### src/rtl/div_pkg.sv
// Shared types and helpers for the radix-2 restoring divider.
// The state enum and the iteration-counter sizing live here so both the top and the bench agree.
package div_pkg;

   typedef enum logic [1:0] {
      IDLE   = 2'd0,
      CALC   = 2'd1,
      FINISH = 2'd2
   } div_state_e;

   // Wide enough to hold the values 0..width.
   function automatic int cntWidth(input int width);
      return $clog2(width + 1);
   endfunction

endpackage

### src/rtl/restoring_divider_step.sv
// One combinational radix-2 restoring iteration on magnitudes.
// The partial remainder stays below the divisor, so the shifted value always fits in WIDTH+1 bits.
module div_step #(
   parameter int WIDTH = 10
) (
   input  logic [WIDTH:0]   partRem_i,
   input  logic             dividendMsb_i,
   input  logic [WIDTH-1:0] divisor_i,
   output logic [WIDTH:0]   partRem_o,
   output logic             quotBit_o
);

   logic [WIDTH+1:0] shifted;
   logic [WIDTH+1:0] diff;

   // The sign of the difference decides between keeping it and restoring.
   assign shifted   = {partRem_i, dividendMsb_i};
   assign diff      = shifted - {2'b00, divisor_i};
   assign quotBit_o = ~diff[WIDTH+1];
   assign partRem_o = quotBit_o ? diff[WIDTH:0] : shifted[WIDTH:0];

endmodule

### src/rtl/restoring_divider.sv
// Multi-cycle restoring divider: WIDTH iterations on magnitudes, then a sign fix-up and result commit.
// Results and done are registered on the edge that leaves FINISH, so they appear together.
module restoring_divider
   import div_pkg::*;
#(
   parameter int WIDTH     = 10,
   parameter bit SIGNED_EN = 1'b0
) (
   input  logic             clk_i,
   input  logic             rst_ni,
   input  logic             start_i,
   input  logic             signed_mode_i,
   input  logic [WIDTH-1:0] numerator_i,
   input  logic [WIDTH-1:0] denominator_i,
   output logic             busy_o,
   output logic             done_o,
   output logic [WIDTH-1:0] quotient_o,
   output logic [WIDTH-1:0] remainder_o,
   output logic             div_by_zero_o
);

   localparam int             CW   = cntWidth(WIDTH);
   localparam logic [CW-1:0]  LAST = CW'(WIDTH - 1);

   div_state_e       state_q, state_d;
   logic [CW-1:0]    count_q, count_d;
   logic [WIDTH:0]   partRem_q, partRem_d;
   logic [WIDTH-1:0] dividend_q, dividend_d;
   logic [WIDTH-1:0] divisor_q, divisor_d;
   logic             negQuot_q, negQuot_d;
   logic             negRem_q, negRem_d;
   logic             divZero_q, divZero_d;
   logic [WIDTH-1:0] quotient_q, quotient_d;
   logic [WIDTH-1:0] remainder_q, remainder_d;
   logic             divByZero_q, divByZero_d;
   logic             done_q, done_d;

   logic             signedEff;
   logic             numNeg, denNeg, denIsZero;
   logic [WIDTH-1:0] numMag, denMag;
   logic [WIDTH:0]   stepRem;
   logic             stepQuot;

   assign signedEff = SIGNED_EN && signed_mode_i;
   assign numNeg    = signedEff && numerator_i[WIDTH-1];
   assign denNeg    = signedEff && denominator_i[WIDTH-1];
   assign denIsZero = (denominator_i == '0);
   assign numMag    = numNeg ? -numerator_i : numerator_i;
   assign denMag    = denNeg ? -denominator_i : denominator_i;

   div_step #(
      .WIDTH(WIDTH)
   ) u_step (
      .partRem_i    (partRem_q),
      .dividendMsb_i(dividend_q[WIDTH-1]),
      .divisor_i    (divisor_q),
      .partRem_o    (stepRem),
      .quotBit_o    (stepQuot)
   );

   always_ff @(posedge clk_i or negedge rst_ni) begin
      if (!rst_ni) begin
         state_q     <= IDLE;
         count_q     <= '0;
         partRem_q   <= '0;
         dividend_q  <= '0;
         divisor_q   <= '0;
         negQuot_q   <= 1'b0;
         negRem_q    <= 1'b0;
         divZero_q   <= 1'b0;
         quotient_q  <= '0;
         remainder_q <= '0;
         divByZero_q <= 1'b0;
         done_q      <= 1'b0;
      end else begin
         state_q     <= state_d;
         count_q     <= count_d;
         partRem_q   <= partRem_d;
         dividend_q  <= dividend_d;
         divisor_q   <= divisor_d;
         negQuot_q   <= negQuot_d;
         negRem_q    <= negRem_d;
         divZero_q   <= divZero_d;
         quotient_q  <= quotient_d;
         remainder_q <= remainder_d;
         divByZero_q <= divByZero_d;
         done_q      <= done_d;
      end
   end

   // The done_q guard keeps a start coinciding with the done pulse from being taken.
   always_comb begin
      state_d     = state_q;
      count_d     = count_q;
      partRem_d   = partRem_q;
      dividend_d  = dividend_q;
      divisor_d   = divisor_q;
      negQuot_d   = negQuot_q;
      negRem_d    = negRem_q;
      divZero_d   = divZero_q;
      quotient_d  = quotient_q;
      remainder_d = remainder_q;
      divByZero_d = divByZero_q;
      done_d      = 1'b0;

      case (state_q)
         IDLE: begin
            if (start_i && !done_q) begin
               count_d    = '0;
               partRem_d  = '0;
               divisor_d  = denMag;
               negQuot_d  = numNeg ^ denNeg;
               negRem_d   = numNeg;
               divZero_d  = denIsZero;
               dividend_d = denIsZero ? numerator_i : numMag;
               state_d    = denIsZero ? FINISH : CALC;
            end
         end

         CALC: begin
            partRem_d  = stepRem;
            dividend_d = {dividend_q[WIDTH-2:0], stepQuot};
            count_d    = count_q + CW'(1);
            if (count_q == LAST) begin
               state_d = FINISH;
            end
         end

         FINISH: begin
            done_d      = 1'b1;
            divByZero_d = divZero_q;
            // Divide-by-zero keeps the raw numerator in the dividend register.
            if (divZero_q) begin
               quotient_d  = '1;
               remainder_d = dividend_q;
            end else begin
               quotient_d  = negQuot_q ? -dividend_q : dividend_q;
               remainder_d = negRem_q ? -partRem_q[WIDTH-1:0] : partRem_q[WIDTH-1:0];
            end
            state_d = IDLE;
         end

         default: begin
            state_d = IDLE;
         end
      endcase
   end

   assign busy_o        = (state_q != IDLE);
   assign done_o        = done_q;
   assign quotient_o    = quotient_q;
   assign remainder_o   = remainder_q;
   assign div_by_zero_o = divByZero_q;

endmodule
### config.mk
export PLATFORM = sky130hd
export DESIGN_NAME = restoring_divider
export DESIGN_NICKNAME = d
export VERILOG_FILES = /design/src/rtl/div_pkg.sv /design/src/rtl/restoring_divider_step.sv /design/src/rtl/restoring_divider.sv
export SDC_FILE = /design/constraint.sdc
export NUM_CORES = 1
export LEC_CHECK = 0
export BUFFER_PORTS_ARGS = -buffer_cell sky130_fd_sc_hd__buf_2
export CAP_MARGIN = 20
export CORE_MARGIN = 4
export CORE_UTILIZATION = 51
export DETAILED_ROUTE_END_ITERATION = 6
export GPL_ROUTABILITY_DRIVEN = 0
export PLACE_DENSITY = 0.75
export RECOVER_POWER = 100
export SLEW_MARGIN = 20
export SYNTH_ARGS = -nofsm -noshare
export SYNTH_HDL_FRONTEND = slang
export SYNTH_SLANG_ARGS = --single-unit
### constraint.sdc
create_clock -name clk_i -period 2.2 [get_ports clk_i]
set_input_delay 0.22 -clock clk_i [delete_from_list [all_inputs] [get_ports clk_i]]
set_output_delay 0.22 -clock clk_i [all_outputs]
set_load 0.02 [all_outputs]
======== Word-level counts from Yosys, hierarchy flattened ========
Cells that the tools add are included.
W data, S select, Z words.
word-level totals
  register bits ........................... 60
  bits of input ports ..................... 24
  word-level logic and storage cells ...... 41
cells by class
  $add $sub $neg .......................... 2
  equal/unequal tests ..................... 5
  multiplexer cells ....................... 14
  bitwise gates (word level) .............. 1
  reductions and logical operators ........ 9
operators with widths
  kind                   count
  $mux W10               3
  $mux W11               2
  $pmux W11 S2           1
  $pmux W10 S2           1
  $sub A12 B10 Y12       1
  $logic_not A10 Y1      1
  $pmux W4 S2            1
  $mux W2                3
  $reduce_and A2 Y1      3
  $add A4 B1 Y4 const B  1
  $eq A4 B4 Y1 const B   1
  $mux W4                1
  $ne A2 B2 Y1 const B   2
  $pmux W2 S2            1
  $reduce_bool A2 Y1     2
  $eq A2 B1 Y1 const B   1
  $eq A2 B2 Y1 const B   1
  $logic_not A2 Y1       1
  $logic_and A1 B1 Y1    1
  $logic_not A1 Y1       1
  $mux W1                1
  $not A1 Y1             1

======== Depth between registers and ports, before layout ========
Gate-level depths: netlist of run 1.
  depth in word-level cells ............... 4
  gate-level depth with buffers ........... 10

======== Cells and area by module ========
Synthesis of run 1 repeated with hierarchy kept, for this count alone.
unflattened totals
  cell total of the unflattened synthesis .. 352
  area, all modules ....................... 3259.4 um2
by module, submodules not included
  module             times used  cells each  area each (um2)
  restoring_divider  1           263         2632.5
  div_step           1           89          626.9

======== Worst setup path after synthesis of run 1 ========
Ideal clock, no wire load.
  path kind ............................... register to register
  from .................................... register dividend_q[9]
  to ...................................... register partRem_q[10]
  setup time .............................. 0.126 ns
  arrival ................................. 1.976 ns
  required time ........................... 2.074 ns
  setup slack ............................. 0.098 ns
  stages on the path, launching flop included .. 10
  buffers on the path ..................... 0
  period minus slack after synthesis ...... 2.102 ns
  path through ............................ dfrtp_1 > inv_1 > ha_1 > inv_1 > fa_1 > a211oi_1 > o211ai_1 > nand2_1 > o21ai_0 > a311o_1
between the ends
  cells in the longest elaborated chain, start to end .. 3
ends and longest elaborated chain
  what                    line                          RTL
  from (decl)             restoring_divider.sv:28       logic [WIDTH-1:0] dividend_q, dividend_d;
  from (signal assigned)  restoring_divider.sv:79       dividend_q <= dividend_d;
  $sub A12 B10 Y12        restoring_divider_step.sv:18  assign diff = shifted - {2'b00, divisor_i};
  $mux W11                restoring_divider_step.sv:20  assign partRem_o = quotBit_o ? diff[WIDTH:0] : shifted[WIDTH:0];
  $pmux W11 S2            restoring_divider.sv:106      case (state_q)
  to (signal assigned)    restoring_divider.sv:78       partRem_q <= partRem_d;
  to (decl)               restoring_divider.sv:27       logic [WIDTH:0] partRem_q, partRem_d;
Every way passes these cells.
A chain may end at the register's enable or synchronous reset.

======== Final worst setup path of run 1 ========
  from .................................... register partRem_q[7]
  to ...................................... register partRem_q[10]
between the ends
  cells in the longest elaborated chain, start to end .. 3
ends and longest elaborated chain
  what              line
  $sub A12 B10 Y12  restoring_divider_step.sv:18
  $mux W11          restoring_divider_step.sv:20
  $pmux W11 S2      restoring_divider.sv:106
Every way passes these cells.

==> results of run 1 <==
worst max path at each step:
stage,startpoint,end,slack (ps),cells after the start
detailed placement,dividend_q[9],partRem_q[10],-70,9
global placement,dividend_q[9],partRem_q[10],-30,9
global route,dividend_q[9],partRem_q[10],-60,11
finish,partRem_q[7],partRem_q[10],50,8
CTS,partRem_q[3],partRem_q[0],-2,7
floorplan,dividend_q[9],partRem_q[10],100,9
metrics by stage:
stage / util / TNS, ps / power [mW] / std cells / area [sq um]
after CTS: 0.641 / -1.57 / 7.07 / 475 / 3790
after floorplan: - / 0 / 4.83 / 332 / 3120
after global routing: 0.650 / -169 / 7.97 / 477 / 3850
final: 0.650 / 0 / 7.34 / 477 / 3850
after global placement: 0.603 / -29.0 / 5.83 / 458 / 3570
after detailed placement: 0.603 / -72.7 / 5.99 / 458 / 3570
cell usage after synthesis, types with 4 or more instances:
library cell / n
a21oi_1: 8
nand3_1: 14
nand2b_1: 4
o21ai_1: 22
mux2i_1: 19
a22oi_1: 7
clkbuf_1: 17
nor2_1: 20
ha_1: 12
o21ai_0: 28
dfrtp_1: 60
inv_1: 13
xnor2_1: 6
nand2_1: 59
layout make-up:
type | instances | area (sq um)
well taps | 75 | 93.8
clock buffers | 10 | 138
fillers | 524 | 2070
multi-input cells | 240 | 1590
repair buffers | 73 | 409
inverters | 13 | 48.8
flip-flops and latches | 60 | 1500
clock inverters | 6 | 63.8
power groups by stage:
stage	Combinational, mW	Clock (mW)	Sequential, mW
6_report	4.32	0.994	2.02
5_1_grt	4.82	1.06	2.10
2_1_floorplan	2.66	0	2.17
4_1_cts	4.06	1.01	2.00
3_3_place_gp	3.84	0	1.99
3_5_place_dp	3.97	0	2.02
what timing repair did:
| item | 4_1_cts | 5_1_grt |
|---|---|---|
| endpoints found under the setup margin | 7 | 11 |
| hold buffers | 1 | 0 |
| pin swaps | 1 | 9 |
| resized for setup | 3 | 17 |
| buffers inserted | 0 | 2 |
| hold endpoints to repair | 26 | 0 |
cells in the final DEF (no fill, tap or decap), drive strengths merged, types with 3 or more instances in the layout:
cell	count
nor2	22
dfrtp	60
mux2i	19
buf	44
nand3	14
nand2b	4
a22oi	7
ha	12
nand2	59
a21oi	9
clkinv	3
xor2	3
xnor2	6
nor3	4
o211ai	3
clkbuf	38
o21ai	50
inv	13
layer usage:
metal / vias to the layer above / GRT usage / wire length, microns
met5: - / 0 / 0
met4: 0 / 0.0652 / 67
met3: 8 / 0.0570 / 352
met2: 64 / 0.341 / 3540
met1: 1265 / 0.257 / 3240
li1: 1277 / - / -
critical path: stages (launching register included):
cell      delay, ps
dfrtp_1         400
ha_1            360
a21oi_2         240
nand3b_1        180
nor3_4          260
nor3b_4          90
buf_4           140
mux2i_1         100
a311o_1         270
registers in the layout, indices dropped and copies added (netlist names):
register       cells
partRem_q         11
dividend_q        10
divisor_q         10
quotient_o        10
remainder_o       10
count_q            4
state_q            2
divZero_q          1
div_by_zero_o      1
done_o             1
cell families after synthesis:
logic type,share of synthesized area
flip-flops,0.481
adder cells (fa/ha/maj),0.0545
multiplexers,0.0681
buffers and inverters,0.0409
AO/OA/AOI/OAI,0.159
AND/OR/NAND/NOR,0.171
XOR/XNOR,0.0253
==> summary.md, run 1 <==
| Metric | Value |
|---|---|
| Outcome | `finished with violations` |
| Failing checks | `max-capacitance violations, max-slew violations` |
| Initial Util | `0.527` |
| Fin crit period | `2150 ps` |
| FFs w/ async S/R, synth | `1.00` |
| Pwr per Cell Area | `1910 mW/mm^2` |
| DIE AREA | `0.00744 sq mm` |
| Min-Delay Path Depth | `3` |
| CTS root buf | `clkbuf_8` |
| Initial antenna violation count | `0` |
| Post-synth top area cell | `dfrtp_1` |
| Post-place setup slack | `-72.6 ps` |
| Layout cell share with drive strength beyond 1 | `0.211` |
| Net Sw Frac | `0.430` |
| WHS | `88.3 ps` |
| Internal power | `4.18 mW` |
| Worst-Margin Slew | `1510 ps` |
| Worst min path class | `in -> reg` |
| Max-cap violations | `1` |
| Total CTS buffers | `9` |
| Die height | `86.2 microns` |
| Synth area leaders | `dfrtp_1 48%, nand2_1 7.1%, mux2i_1 6.1%` |
| Post-synthesis sequential area ratio | `0.481` |
| Setup ws final | `48.6 ps` |
| Synth Cell Area | `0.00312 sq mm` |
| Final Setup Violations | `0` |
| Total gr overflow | `0` |
| RSZ-0062 raised after global routing | `yes` |
| Hold_sp | `numerator_i[3]` |
| Io pins | `47` |
| Max rail drop VDD | `0.796 mV` |
| FF+latch count, synth | `60` |
| First-pass GRT wire length | `11.8 mm` |
| Post-route DRC | `0` |
| Clock Path Buffers | `2` |
| Width of the die | `86.2 microns` |
| Max frequency | `465 MHz` |
| DP Wirelength | `5.10 mm` |
| Critical Path RT | `2420 ps` |
| R2R cell count | `8` |
| Via density | `5.48` |
| Antenna fix cells | `0` |
| Library cells used by synthesis | `46` |
| Setup Crit Path Kind | `reg -> reg` |
| Peak fanout along the critical path | `4` |
| CTS tree | `built` |
| Worst r2r dst | `partRem_q[10]` |
| Sequential Power Share | `0.276` |
| Hold Vio Cnt, Final | `0` |
| Post-layout nets | `434` |
| Main synth FF type | `dfrtp_1` |
| I/O Buffers | `45` |
| Part of the power in combinational logic | `0.589` |
| Wire length per cell | `15.1 microns` |
| Area grow syn2layout | `23.3%` |
| Std-Cell Rows | `28` |
| R2r setup slk | `50 ps` |
| Skew final | `8.00 ps` |
| WP data arrival | `2380 ps` |
| Synth warnings | `0` |
| Post-synth top area share | `0.481` |
| Initial drt markers | `100` |
| Core area | `0.00592 sq mm` |
| Period Utilization, post-route | `0.978` |
| Synthesized instance count | `332` |
| NetSw | `3.16 mW` |
| Clock network fraction of design power | `0.135` |
| Max Slew Vio Count | `27` |
| Vias | `2614` |
| Worst setup EP type | `flip-flop` |
| Post-synth EDFFs | `0` |
| Clock sink count | `60` |
| Gr usage total | `0.204` |
| WHS Endpoint | `dividend_q[3]` |
| H-Tree Depth | `3` |
| Largest net degree at the start of global routing | `35` |
| Vias in the first global route | `2497` |
| FF-to-FF Start | `partRem_q[7]` |
| Latest clock arrival within the worst-skew pair | `340 ps` |
| Synthesized area per cell | `9.40 sq um` |
| Net Count, Synth | `369` |
| Slew headroom | `-0.00927` |
| Leakage | `1.73 nW` |
| CP Launch Type | `flip-flop` |
| Antenna viol nets, final | `0` |
| Clock-pin slew on the worst setup and hold paths | `70 ps` |
| Detailed Routing Iterations Pass 1 | `4` |
| DRT Wirelength | `7.20 mm` |
Power figures use the tool's default switching activity.
==> run 2, diff against run 1 <==
--- a/config.mk
+++ b/config.mk
@@ -7,11 +7,11 @@
 export LEC_CHECK = 0
 export BUFFER_PORTS_ARGS = -buffer_cell sky130_fd_sc_hd__buf_2
 export CAP_MARGIN = 20
-export CORE_MARGIN = 4
-export CORE_UTILIZATION = 51
+export CORE_UTILIZATION = 60
+export CTS_BUF_LIST = sky130_fd_sc_hd__clkbuf_2 sky130_fd_sc_hd__clkbuf_4 sky130_fd_sc_hd__clkbuf_8
 export DETAILED_ROUTE_END_ITERATION = 6
 export GPL_ROUTABILITY_DRIVEN = 0
-export PLACE_DENSITY = 0.75
+export PLACE_DENSITY = 0.83
 export RECOVER_POWER = 100
 export SLEW_MARGIN = 20
 export SYNTH_ARGS = -nofsm -noshare
==> constraint.sdc (replaced) <==
create_clock -name clk_i -period 2.6 [get_ports clk_i]
set_input_delay 0.26 -clock clk_i [delete_from_list [all_inputs] [get_ports clk_i]]
set_output_delay 0.26 -clock clk_i [all_outputs]
set_load 0.02 [all_outputs]
==> summary.md, run 2 (synthesized netlist as in run 1, its figures left out) <==
| Metric | Value |
|---|---|
| Post-place setup slack | `249 ps (+322 ps)` |
| Leading cell type in the layout, fill and taps excluded | `dfrtp_1` |
| Core area | `0.00485 sq mm (-18%)` |
| Max rail drop VDD | `0.981 mV (+23%)` |
| Post-route insts no fill | `451 (-5.5%)` |
| Antenna viol nets, final | `0 (unchanged)` |
| Final Setup Violations | `0 (unchanged)` |
| Clock-pin slew on the worst setup and hold paths | `70 ps (about the same)` |
| Sequential Power Share | `0.311 (+0.035)` |
| Routed metal-1 wirelength | `2.98 mm (-8.2%)` |
| H-Tree Depth | `3 (unchanged)` |
| Max stage delay cell, worst path | `fa_1` |
| Fin crit period | `2400 ps (+251 ps)` |
| Critical Path Start | `dividend_q[9]` |
| Std-Cell Rows | `25 (-11%)` |
| Crit-path cells | `inv_1 > ha_1 > inv_1 > fa_1 > a211oi_1 > o211ai_1 > nand2_1 > o21ai_0 > a311o_1` |
| FF-to-FF Start | `dividend_q[9]` |
| Post-route DRC | `0 (unchanged)` |
| Vias in the first global route | `2483 (-0.56%)` |
| WP data arrival | `2620 ps (+240 ps)` |
| Worst setup EP type | `flip-flop` |
| Top routing layer in use | `met4` |
| WHS | `132 ps (+43.7 ps)` |
| Initial antenna violation count | `0 (unchanged)` |
| Flip-flop count of the largest register after layout | `11 (unchanged)` |
| Worst path max stage delay | `420 ps (+20 ps)` |
| Period Utilization, post-route | `0.924 (-0.0541)` |
| DP Wirelength | `4.96 mm (-2.8%)` |
| Worst-Margin Slew | `1070 ps (-441 ps)` |
| Initial drt markers | `200 (+100%)` |
| Met3 WL | `306 microns (-13%)` |
| Hold Vio Cnt, Final | `0 (unchanged)` |
| Clock sink count | `60 (unchanged)` |
| Pwr per Cell Area | `1570 mW/mm^2 (-18%)` |
| Setup bufs post-CTS | `0 (unchanged)` |
| Setup ws final | `198 ps (+149 ps)` |
| DRT Wirelength | `6.88 mm (-4.5%)` |
| Highest-count cells in the layout ignoring fill and taps | `60 x dfrtp_1, 59 x nand2_1, 42 x o21ai_0, 27 x clkbuf_1, 22 x buf_2` |
| Met2 routed WL | `3.47 mm (-2.0%)` |
| DIE AREA | `0.00550 sq mm (-26%)` |
| WP buf/inv | `2 (+1)` |
| Layout cell share with drive strength beyond 1 | `0.135 (-0.0760)` |
| Worst r2r dst | `partRem_q[10]` |
| Critical Path RT | `2820 ps (+400 ps)` |
| Worst min path class | `in -> reg` |
| Final core occ | `0.738 (+0.0876)` |
| Area grow syn2layout | `14.6%` |
| CP most frequent cell | `inv_1` |
| Antenna fix cells | `0 (unchanged)` |
| Total gr overflow | `0 (unchanged)` |
| CTS tree | `built` |
| Max Slew Vio Count | `0 (-100%)` |
| Leakage | `1.64 nW (-5.5%)` |
| Gr usage total | `0.285 (+0.0807)` |
| Via density | `5.65 (+3.1%)` |
| Inst Count DP | `434 (-5.2%)` |
| Latest clock arrival within the worst-skew pair | `340 ps (about the same)` |
| CP Launch Type | `flip-flop` |
| Skew final | `5.26 ps (-2.75 ps)` |
| Biggest register | `partRem_q` |
| Io pins | `47 (unchanged)` |
| Setup Crit Path Kind | `reg -> reg` |
| Filler cells | `373 (-29%)` |
| Critical path's top delay family | `compound AO/OA/AOI/OAI gates` |
| Internal power | `3.12 mW (-25%)` |
| Hold_sp | `denominator_i[0]` |
| Largest net degree at the start of global routing | `30 (-14%)` |
| NetSw | `2.49 mW (-21%)` |
| Width of the die | `74.1 microns (-14%)` |
| I/O Buffers | `45 (unchanged)` |
| Max-cap violations | `0 (-1)` |
| Initial Util | `0.644 (+0.117)` |
| Max frequency | `416 MHz (-10%)` |
| WHS Endpoint | `divisor_q[0]` |
| Clock Path Buffers | `2 (unchanged)` |
| Total CTS buffers | `9 (unchanged)` |
| CTS root buf | `clkbuf_8` |
| RSZ-0062 raised after global routing | `no` |
| Part of the power in combinational logic | `0.535 (-0.054)` |
| Wire length per cell | `15.2 microns (+1.0%)` |
| Die height | `74.1 microns (-14%)` |
| Detailed Routing Iterations Pass 1 | `4 (unchanged)` |
| Post-route setup TNS | `0 ps (unchanged)` |
| Min-Delay Path Depth | `3 (unchanged)` |
| R2R cell count | `9 (+1)` |
| Slew headroom | `0.285 (+0.294)` |
| R2r setup slk | `200 ps (+150 ps)` |
| Clock network fraction of design power | `0.154 (+0.019)` |
| Post-layout nets | `416 (-4.1%)` |
| Vias | `2549 (-2.5%)` |
| First-pass GRT wire length | `11.4 mm (-3.2%)` |
| Peak fanout along the critical path | `3 (-1)` |
| Net Sw Frac | `0.443 (+0.0128)` |
| Outcome | `finished, final reports clean` |
-- run 2: changes by cell type in the layout (fill, tap and decap cells not counted), moves of 2 or more --
cell,before,now
buf_4,20,3
o21ai_0,36,42
ha_1,7,12
ha_4,5,0
o21ai_1,13,8
dfrtp_1,58,60
dfrtp_2,2,0
-- run 2: how the worst max path moves through the flow --
stage | to | slack, ps | depth (start not counted)
after CTS | partRem_q[10] | 210 | 9
after detailed placement | partRem_q[10] | 250 | 9
after global routing | partRem_q[0] | 80 | 8
final | partRem_q[10] | 200 | 9
after floorplan | partRem_q[10] | 500 | 9
after global placement | partRem_q[10] | 340 | 9
-- run 2: layout make-up --
class                      count  area (sq um)  share of cell area
clock buffer                  12           159              0.0444
clock inverter                 4          47.5              0.0133
inverter                      13          48.8              0.0136
multi-input combinational    240          1480               0.414
sequential                    60          1500               0.420
tap                           67          83.8              0.0234
timing repair buffer          55           254              0.0710
-- run 2: metal layers --
metal,track usage,vias up
li1,-,1242
met1,0.340,1222
met2,0.488,73
met3,0.0637,12
met4,0.135,0
met5,0,-
-- run 2: repair_timing --
item,4_1_cts,5_1_grt
endpoints found under the hold margin,16,0
resized for setup,0,0
endpoints found under the setup margin,0,0
hold buffers,1,0
-- run 2: worst register-to-register path, delay by kind of cell, from the launching register on --
kind / cells / cell delay [ps]
and+or+nand+nor: 1 / 150
buffers and inverters: 2 / 180
adders and majority gates: 2 / 600
AOI/OAI and AO/OA: 4 / 950
DFF: 1 / 400
-- run 2: through the flow --
step | instance area, sq um | power (mW)
after floorplan | 3120 | 4.08
after global placement | 3430 | 4.64
after detailed placement | 3430 | 4.81
after CTS | 3640 | 5.72
after global routing | 3580 | 6.06
final | 3580 | 5.61
-- run 2: power by group through the flow --
| stage | sequential (mW) | clock (mW) | combinational, mW |
|---|---|---|---|
| after CTS | 1.73 | 0.873 | 3.12 |
| after global routing | 1.79 | 0.915 | 3.35 |
| final | 1.74 | 0.865 | 3.00 |
| after detailed placement | 1.75 | 0 | 3.06 |
| after floorplan | 1.84 | 0 | 2.25 |
| after global placement | 1.72 | 0 | 2.93 |
==> run 3, diff against run 2 <==
--- a/config.mk
+++ b/config.mk
@@ -5,6 +5,7 @@
 export SDC_FILE = /design/constraint.sdc
 export NUM_CORES = 1
 export LEC_CHECK = 0
+export ABC_AREA = 1
 export BUFFER_PORTS_ARGS = -buffer_cell sky130_fd_sc_hd__buf_2
 export CAP_MARGIN = 20
 export CORE_UTILIZATION = 60
==> summary.md, run 3 <==
| Metric | Value |
|---|---|
| Outcome | `finished, final reports clean` |
| Library cells used by synthesis | `30 (-35%)` |
| FF+latch count, synth | `60 (unchanged)` |
| Cts hold-fix bufs | `0 (-1)` |
| Peak fanout along the critical path | `16 (+13)` |
| Setup Crit Path Kind | `reg -> reg` |
| Synthesized instance count | `428 (+29%)` |
| Total power | `5.82 mW (+3.7%)` |
| Sequential Power Share | `0.299 (-0.012)` |
| WHS | `153 ps (+21.3 ps)` |
| Io pins | `47 (unchanged)` |
| Post-CTS Resized | `0 (unchanged)` |
| Filler cells | `439 (+18%)` |
| Highest-count cells in the layout ignoring fill and taps | `112 x nand2_1, 60 x dfrtp_1, 55 x inv_1, 39 x nor2_1, 37 x o21ai_0` |
| Inst Count DP | `535 (+23%)` |
| Slew headroom | `0.0567 (-0.228)` |
| Std-Cell Rows | `26 (+4.0%)` |
| Final Setup Violations | `0 (unchanged)` |
| Detailed Routing Iterations Pass 1 | `4 (unchanged)` |
| Max stage delay cell, worst path | `clkbuf_1` |
| Post-synthesis sequential area ratio | `0.458 (-0.0231)` |
| WP data arrival | `2400 ps (-220 ps)` |
| Main synth FF type | `dfrtp_1` |
| Worst path max stage delay | `470 ps (+50 ps)` |
| Critical Path RT | `2800 ps (-20 ps)` |
| Post-route insts no fill | `549 (+22%)` |
| Register area | `0.00150 sq mm (unchanged)` |
| Initial Util | `0.634 (-0.00986)` |
| RSZ-0062 raised after global routing | `no` |
| Total CTS buffers | `9 (unchanged)` |
| Initial drt markers | `214 (+7.0%)` |
| Max Slew Vio Count | `0 (unchanged)` |
| Post-layout nets | `513 (+23%)` |
| Setup bufs post-CTS | `0 (unchanged)` |
| Net Count, Synth | `465 (+26%)` |
| Post-route setup TNS | `0 ps (unchanged)` |
| DRT Wirelength | `7.57 mm (+10%)` |
| Final core occ | `0.717 (-0.0211)` |
| Synth Cell Area | `0.00328 sq mm (+5.1%)` |
| Initial antenna violation count | `0 (unchanged)` |
| Antenna viol nets, final | `0 (unchanged)` |
| CTS tree | `built` |
| Biggest register | `partRem_q` |
| Post-synth EDFFs | `0 (unchanged)` |
| Antenna fix cells | `0 (unchanged)` |
| Latest clock arrival within the worst-skew pair | `330 ps (about the same)` |
| Most common cell in the synthesized netlist | `nand2_1` |
| Vias | `3000 (+18%)` |
| CP most frequent cell | `clkbuf_1` |
| Wire length per cell | `13.8 microns (-9.6%)` |
| CP Launch Type | `flip-flop` |
| Clock-pin slew on the worst setup and hold paths | `70 ps (about the same)` |
| Total gr overflow | `0 (unchanged)` |
| Synthesized area per cell | `7.66 sq um (-19%)` |
| Skew final | `8.26 ps (+3.00 ps)` |
| CTS root buf | `clkbuf_8` |
| Leading cell type in the layout, fill and taps excluded | `nand2_1` |
| WP buf/inv | `3 (+1)` |
| Via density | `5.46 (-3.3%)` |
| Synth warnings | `0 (unchanged)` |
| Most common library cells after synthesis | `112 x nand2_1, 60 x dfrtp_1, 54 x inv_1` |
| NetSw | `2.84 mW (+14%)` |
| Clock network fraction of design power | `0.137 (-0.017)` |
| Period Utilization, post-route | `0.846 (-0.0777)` |
| Max frequency | `455 MHz (+9.2%)` |
| Clock Path Buffers | `2 (unchanged)` |
| Crit-path cells | `nor2_1 > nand2_1 > clkbuf_1 > inv_1 > clkbuf_1 > a22oi_1 > o21ai_0` |
| Post-synth top area cell | `dfrtp_1` |
| Synth area leaders | `dfrtp_1 46%, nand2_1 13%, inv_1 6.2%` |
| Part of the power in combinational logic | `0.564 (+0.029)` |
| Worst setup EP type | `flip-flop` |
| Max-cap violations | `0 (unchanged)` |
| Net Sw Frac | `0.487 (+0.0442)` |
| Die height | `75.9 microns (+2.4%)` |
| Width of the die | `75.9 microns (+2.4%)` |
| Flip-flop count of the largest register after layout | `11 (unchanged)` |
| Area grow syn2layout | `13.0%` |
| Largest net degree at the start of global routing | `61 (+100%)` |
| Clock sink count | `60 (unchanged)` |
| Leakage | `1.93 nW (+18%)` |
| Fin crit period | `2200 ps (-202 ps)` |
| Core area | `0.00517 sq mm (+6.7%)` |
| H-Tree Depth | `3 (unchanged)` |
| Worst min path class | `in -> reg` |
| Post-route DRC | `0 (unchanged)` |
| Post-synth top area share | `0.458 (-0.0231)` |
| Worst-Margin Slew | `1410 ps (+342 ps)` |
| Vias in the first global route | `2940 (+18%)` |
| Hold Vio Cnt, Final | `0 (unchanged)` |
| I/O Buffers | `45 (unchanged)` |
| Multi-input gate area | `0.00148 sq mm (unchanged)` |
| First-pass GRT wire length | `13.1 mm (+14%)` |
| DP Wirelength | `5.58 mm (+13%)` |
| Critical path's top delay family | `buffers and inverters` |
| Internal power | `2.98 mW (-4.5%)` |
| DIE AREA | `0.00577 sq mm (+4.9%)` |
| Pwr per Cell Area | `1570 mW/mm^2 (about the same)` |
| FFs w/ async S/R, synth | `1.00 (unchanged)` |
| Gr usage total | `0.285 (+0.000564)` |
| Max rail drop VDD | `0.866 mV (-12%)` |
| Layout cell share with drive strength beyond 1 | `0.113 (-0.0227)` |
==> run 3: metal layers <==
metal | share of wire | up-vias | GRT usage
met5 | 0 | - | 0
met4 | 0.040 | 0 | 0.150
met3 | 0.058 | 33 | 0.0554
met2 | 0.48 | 108 | 0.460
met1 | 0.42 | 1390 | 0.365
li1 | - | 1469 | -
==> run 3: cell type report <==
class | instances | area share
timing repair buffer | 51 | 0.0614
multi-input combinational | 293 | 0.400
clock buffer | 11 | 0.0375
tap | 70 | 0.0236
inverter | 61 | 0.0618
clock inverter | 3 | 0.0108
sequential | 60 | 0.405
==> run 3: logic make-up (layout without fill, tap and decap cells) <==
logic type	Yosys count	count (layout)	share of synthesized area
AND/OR/NAND/NOR	206	206	0.275
buffers and inverters	75	126	0.0900
AO/OA/AOI/OAI	71	71	0.118
flip-flops	60	60	0.458
adder cells (fa/ha/maj)	13	13	0.0519
XOR/XNOR	3	3	0.00801
==> run 3: final timing paths <==
| kind | start | end | slack [ps] | cells after the start |
|---|---|---|---|---|
| worst max-delay path | state_q[0] | dividend_q[4] | 400 | 7 |
| worst min-delay path | numerator_i[5] | dividend_q[5] | 150 | 3 |
| worst max register to register | state_q[0] | dividend_q[4] | 400 | 7 |
| worst min register to register | remainder_o[7] | remainder_o[7] | 490 | 2 |
| max in group asynchronous | rst_ni | divisor_q[7] | 1410 | 2 |
| min in group asynchronous | rst_ni | remainder_o[4] | 340 | 2 |
==> run 3: metrics by stage <==
step | area [sq um] | setup slack, ps
floorplan | 3280 | 848
global placement | 3570 | 629
detailed placement | 3570 | 589
CTS | 3750 | 580
global route | 3710 | 209
finish | 3710 | 400
==> run 3: worst register-to-register path, delay by kind of cell, from the launching register on <==
| kind | cells | cell delay, ps |
|---|---|---|
| flops | 1 | 400 |
| compound gates | 2 | 400 |
| simple gates | 2 | 150 |
| buf+inv | 3 | 1130 |
==> run 3: power by group through the flow <==
| stage | clock, mW | combinational [mW] | sequential, mW |
|---|---|---|---|
| 2_1_floorplan | 0 | 2.43 | 1.83 |
| 3_3_place_gp | 0 | 3.21 | 1.72 |
| 3_5_place_dp | 0 | 3.33 | 1.74 |
| 4_1_cts | 0.799 | 3.37 | 1.73 |
| 5_1_grt | 0.842 | 3.75 | 1.79 |
| 6_report | 0.796 | 3.28 | 1.74 |
